==> config.mk <==
export PLATFORM = sky130hd
export DESIGN_NAME = uart_tx_frame_serializer
export DESIGN_NICKNAME = d
export VERILOG_FILES = /design/src/rtl/uart_tx_frame_serializer.sv
export SDC_FILE = /design/constraint.sdc
export NUM_CORES = 1
export LEC_CHECK = 0
export CAP_MARGIN = 20
export CORE_MARGIN = 10
export CORE_UTILIZATION = 25
export DETAILED_ROUTE_END_ITERATION = 8
export MAX_ROUTING_LAYER = met4
export SLEW_MARGIN = 20
export SYNTH_ARGS = -nofsm -noshare
export SYNTH_HDL_FRONTEND = slang
export SYNTH_SLANG_ARGS = --single-unit
export TNS_END_PERCENT = 1
==> constraint.sdc <==
create_clock -name uart_clk -period 3.14 [get_ports uart_clk]
set_input_delay 0.785 -clock uart_clk [delete_from_list [all_inputs] [get_ports uart_clk]]
set_output_delay 0.785 -clock uart_clk [all_outputs]
set_load 0.05 [all_outputs]
==> src/rtl/uart_tx_frame_serializer.sv <==
// Serializes TX (56-bit) and RES (32-bit) FIFO entries into a byte stream
// with optional source header and XOR checksum trailer, in the uart_clk domain.
module uart_tx_frame_serializer #(
  parameter bit         ADD_HDR  = 1'b1,
  parameter bit         ADD_CSUM = 1'b1,
  parameter logic [7:0] TX_SOF   = 8'hA5,
  parameter logic [7:0] RES_SOF  = 8'h5A
) (
  input  logic        uart_clk,
  input  logic        uart_rst,
  input  logic        enable,
  input  logic        tx_empty_flg,
  input  logic [55:0] tx_read_data,
  output logic        tx_read_en,
  input  logic        res_empty_flg,
  input  logic [31:0] res_read_data,
  output logic        res_read_en,
  output logic [7:0]  byte_data,
  output logic        byte_valid,
  input  logic        byte_ready,
  output logic        busy,
  output logic        frame_done,
  output logic        frame_src
);

  typedef enum logic [2:0] {
    S_IDLE,
    S_POP,
    S_WAIT,
    S_HDR,
    S_DATA,
    S_CSUM
  } state_t;

  state_t      state_q, state_d;
  logic [55:0] sreg_q, sreg_d;
  logic [2:0]  cnt_q, cnt_d;
  logic [7:0]  csum_q, csum_d;
  logic        src_q, src_d;
  logic        last_q, last_d;
  logic        done_q, done_d;
  logic        xfer;

  assign xfer = byte_valid & byte_ready;

  // State and datapath registers; reset drops any entry in flight.
  always_ff @(posedge uart_clk or negedge uart_rst) begin
    if (!uart_rst) begin
      state_q <= S_IDLE;
      sreg_q  <= '0;
      cnt_q   <= '0;
      csum_q  <= '0;
      src_q   <= 1'b0;
      last_q  <= 1'b0;
      done_q  <= 1'b0;
    end else begin
      state_q <= state_d;
      sreg_q  <= sreg_d;
      cnt_q   <= cnt_d;
      csum_q  <= csum_d;
      src_q   <= src_d;
      last_q  <= last_d;
      done_q  <= done_d;
    end
  end

  // Next-state: round-robin grant in IDLE, then pop, load, and stream bytes.
  always_comb begin
    state_d = state_q;
    sreg_d  = sreg_q;
    cnt_d   = cnt_q;
    csum_d  = csum_q;
    src_d   = src_q;
    last_d  = last_q;
    done_d  = 1'b0;
    unique case (state_q)
      S_IDLE: begin
        if (enable && (!tx_empty_flg || !res_empty_flg)) begin
          if (!tx_empty_flg && !res_empty_flg) src_d = ~last_q;
          else                                  src_d = ~res_empty_flg;
          last_d  = src_d;
          state_d = S_POP;
        end
      end
      S_POP: state_d = S_WAIT;
      S_WAIT: begin
        sreg_d  = src_q ? {res_read_data, 24'h0} : tx_read_data;
        cnt_d   = src_q ? 3'd4 : 3'd7;
        csum_d  = 8'h00;
        state_d = ADD_HDR ? S_HDR : S_DATA;
      end
      S_HDR: begin
        if (xfer) state_d = S_DATA;
      end
      S_DATA: begin
        if (xfer) begin
          sreg_d = {sreg_q[47:0], 8'h00};
          csum_d = csum_q ^ sreg_q[55:48];
          cnt_d  = cnt_q - 3'd1;
          if (cnt_q == 3'd1) begin
            if (ADD_CSUM) begin
              state_d = S_CSUM;
            end else begin
              state_d = S_IDLE;
              done_d  = 1'b1;
            end
          end
        end
      end
      S_CSUM: begin
        if (xfer) begin
          state_d = S_IDLE;
          done_d  = 1'b1;
        end
      end
      default: state_d = S_IDLE;
    endcase
  end

  // Byte mux: header, current MSB data byte, or running checksum.
  always_comb begin
    byte_data = 8'h00;
    case (state_q)
      S_HDR:   byte_data = src_q ? RES_SOF : TX_SOF;
      S_DATA:  byte_data = sreg_q[55:48];
      S_CSUM:  byte_data = csum_q;
      default: byte_data = 8'h00;
    endcase
  end

  assign byte_valid  = (state_q == S_HDR) || (state_q == S_DATA) ||
                       (state_q == S_CSUM);
  assign tx_read_en  = (state_q == S_POP) && !src_q;
  assign res_read_en = (state_q == S_POP) && src_q;
  assign busy        = (state_q != S_IDLE);
  assign frame_done  = done_q;
  assign frame_src   = src_q;

endmodule

==> impl_metrics.csv <==
group,metric,value,unit
run_status,outcome,"completed",
setup_path,startpoint_type,"flip-flop",
floorplan,rows,47,
floorplan,dieHeight,149,um
clock_tree,clock_latency,330,ps
synthesis,yosys_warnings,0,
routing,ant_nets,0,
power_and_ir_drop,p_total,5.68,mW
floorplan,die-width,149,um
finish,nets,564,
finish,antenna_cells,0,
global_route,antenna_found_initial,0,
synthesis,syn_nets,463,
global_route,grtUsageTotal,10.4,%
sta,fin_hold_ws,481,ps
synthesis,synth_cells,367,
routing,wirelength,11.2,mm
clock_tree,tritoncts,"built",
setup_path,worstPathArrival,2200,ps
run,max_cap_viol_count,0,
power_and_ir_drop,p_leak,2.66,nW
setup_path,critPathKind,"flip-flop to output pin",
setup_path,critPathRequiredTime,2350,ps
placement,gp_congestion,0.764,
floorplan,initial_core_util,25.3,%
synthesis,avgSynthCellArea,11.3,um2
routing,dr.pass1.iters,5,
clock_tree,cts_hold_buffers,0,
global_route,grt_pass1_vias,3368,
clock_tree,cts_resized,0,
routing,avgRoutedWirePerCell,16.1,um
synthesis,ys_seq_area_share,43.3,%
power_and_ir_drop,p_per_area,959,mW/mm2
floorplan,ioPinCount,108,
power_and_ir_drop,clkPwrFrac,22.0,%
sta,max_slew.worst_pin.slew,943,ps
power_and_ir_drop,seq_power_share,28.2,%
finish,stdcell_count,693,
sta,clock_skew,4.48,ps
clock_tree,cts_root_buf,"clkbuf_16",
sta,layout_min_cycle_time,2980,ps
clock_tree,cts.sinks,72,
routing,viasPerCell,4.47,
finish,area_delta_synth_final,42.5,%
sta,finalHoldViolCount,0,
synthesis,synth_cell_type_count,36,
sta,fmax,0.335,GHz
global_route,grt_max_degree,73,
power_and_ir_drop,power.switching,2.09,mW
placement,place_inst,677,
floorplan,dieArea,0.0222,mm2
setup_path,cp-end-kind,"output pin",
finish,drive_above_1_share,19.7,%
clock_tree,cts_buffers,9,
synthesis,ys_ff_latch,72,
global_route,grt_pass1_wl,17.9,mm
setup_path,critPathMaxFanout,30,
sta,relSlewSlack,37.1,%
clock_tree,cts_setup_buffers,0,
setup_path,cp-startpoint,"state_q[1]$_DFFE_PN0P_",
worst_hold_path,hp-class,"flip-flop to flip-flop",
placement,io_buffer_count,107,
power_and_ir_drop,p_sw_share,36.8,%
routing,drc,0,
floorplan,core_area,0.0165,mm2
sta,post-route-period-util,95.0,%
clock_tree,cts.clk_slew.worst_paths,60,ps
worst_hold_path,min_from,"sreg_q[2]$_DFFE_PN0P_",
global_route,grt_overflow,0,
power_and_ir_drop,irDropWorstVdd,0.000444,V
placement,dpl_cell_area,0.00556,mm2
clock_tree,clockBufferDepth,2,
clock_tree,h-tree-depth,3,
routing,num_vias,3095,
setup_path,r2r-start,"state_q[1]$_DFFE_PN0P_",
synthesis,netlist_area,0.00416,mm2
routing,drt_iter0_drc,227,
placement,dp_hpwl,8.39,mm
finish,fin_area,0.00593,mm2
power_and_ir_drop,p_comb_share,49.8,%
sta,drv_slew,0,
power_and_ir_drop,p_int,3.60,mW
sta,setup_violations,0,
sta,grt_setup_unrepaired,"false",
path summary, 6_finish.rpt:
check | end | slack, ps | cells after the start
min in group asynchronous | sreg_q[19]$_DFFE_PN0P_ | 600 | 1
min | sreg_q[2]$_DFFE_PN0P_ | 480 | 1
max in group asynchronous | last_q$_DFFE_PN0P_ | 1880 | 1
max reg2reg | sreg_q[18]$_DFFE_PN0P_ | 650 | 5
max | byte_data[7] | 160 | 4
min reg2reg | sreg_q[2]$_DFFE_PN0P_ | 480 | 1
cells in the mapped netlist (all sizes together):
cell | number | area share [%]
a31oi | 3 | 0.45
ha | 2 | 0.60
and3 | 1 | 0.15
o21ai | 11 | 1.3
clkbuf | 10 | 0.90
a21boi | 1 | 0.18
o21bai | 1 | 0.18
nor2b | 18 | 2.7
o22ai | 9 | 1.4
nand4bb | 1 | 0.27
buf | 17 | 2.2
nor4 | 1 | 0.15
clkinv | 1 | 0.090
nor4b | 1 | 0.21
mux2i | 67 | 16
nand3b | 1 | 0.18
nor3b | 11 | 2.1
nand2 | 4 | 0.36
dfrtp | 72 | 43
o31ai | 1 | 0.18
nor2 | 2 | 0.18
or3b | 1 | 0.21
and3b | 1 | 0.21
or4b | 1 | 0.24
a21oi | 17 | 2.0
mux2 | 74 | 20
inv | 26 | 2.3
or3 | 9 | 1.4
nor3 | 1 | 0.12
nand2b | 2 | 0.30
cell usage in the layout, fill, tap and decap left out, types with 3 or more instances in the layout:
cell type | Yosys | layout
clkdlybuf4s50_1 | 0 | 96
dfrtp_1 | 72 | 71
mux2i_1 | 67 | 67
mux2_2 | 49 | 49
mux2_1 | 25 | 25
inv_1 | 24 | 24
nor2b_1 | 18 | 18
a21oi_1 | 17 | 16
buf_4 | 3 | 12
nor3b_1 | 10 | 10
or3_1 | 9 | 9
o22ai_1 | 9 | 9
o21ai_0 | 9 | 9
clkbuf_16 | 0 | 9
buf_12 | 0 | 9
nand2_1 | 4 | 4
bufinv_16 | 0 | 4
a31oi_1 | 3 | 3
per-layer routing:
metal	vias to the layer above	GRT usage [%]	part of all wire (%)
li1	1498	-	-
met1	1490	12.2	43
met2	97	17.3	51
met3	10	2.73	4.6
met4	0	2.70	1.2
met5	-	-	0
power groups by stage:
stage | Combinational, mW | Sequential [mW] | Clock [mW]
after floorplan | 1.99 | 1.55 | 0
after global placement | 2.81 | 1.60 | 0
after detailed placement | 2.87 | 1.62 | 0
after CTS | 2.88 | 1.60 | 1.28
after global routing | 3.08 | 1.65 | 1.33
final | 2.83 | 1.60 | 1.25
worst max-delay path: stages (launching register included):
cell and delay [ps]:
dfrtp_1 490, buf_4 210, or3b_4 600, o22ai_1 380
buf_12 180
metrics by stage:
stage	TNS [ps]	setup slack [ps]	util [%]
2_1_floorplan	-551	-338	-
3_3_place_gp	0	533	33.8
3_5_place_dp	0	475	33.8
4_1_cts	0	158	36.0
5_1_grt	0	48.4	36.0
6_report	0	156	36.0
area by class of cell:
| type | count | area [um2] |
|---|---|---|
| fill | 1629 | 10500 |
| multi-input combinational | 241 | 2150 |
| sequential | 72 | 1800 |
| timing repair buffer | 117 | 1230 |
| tap | 220 | 275 |
| clock buffer | 9 | 225 |
| clock inverter | 7 | 144 |
| inverter | 27 | 101 |
registers in the layout, indices dropped and copies added (netlist names):
| register | flops |
|---|---|
| cnt_q | 3 |
| csum_q | 8 |
| frame_done | 1 |
| last_q | 1 |
| sreg_q | 56 |
| state_q | 3 |
cells by family after synthesis:
group | after synthesis | synth area share, %
adder cells (fa/ha/maj) | 2 | 0.601
flip-flops | 72 | 43.3
buffers and inverters | 54 | 5.53
AO/OA/AOI/OAI | 43 | 5.71
AND/OR/NAND/NOR | 55 | 8.75
multiplexers | 141 | 36.1
No activity file was read; power rests on OpenSTA's default activity.
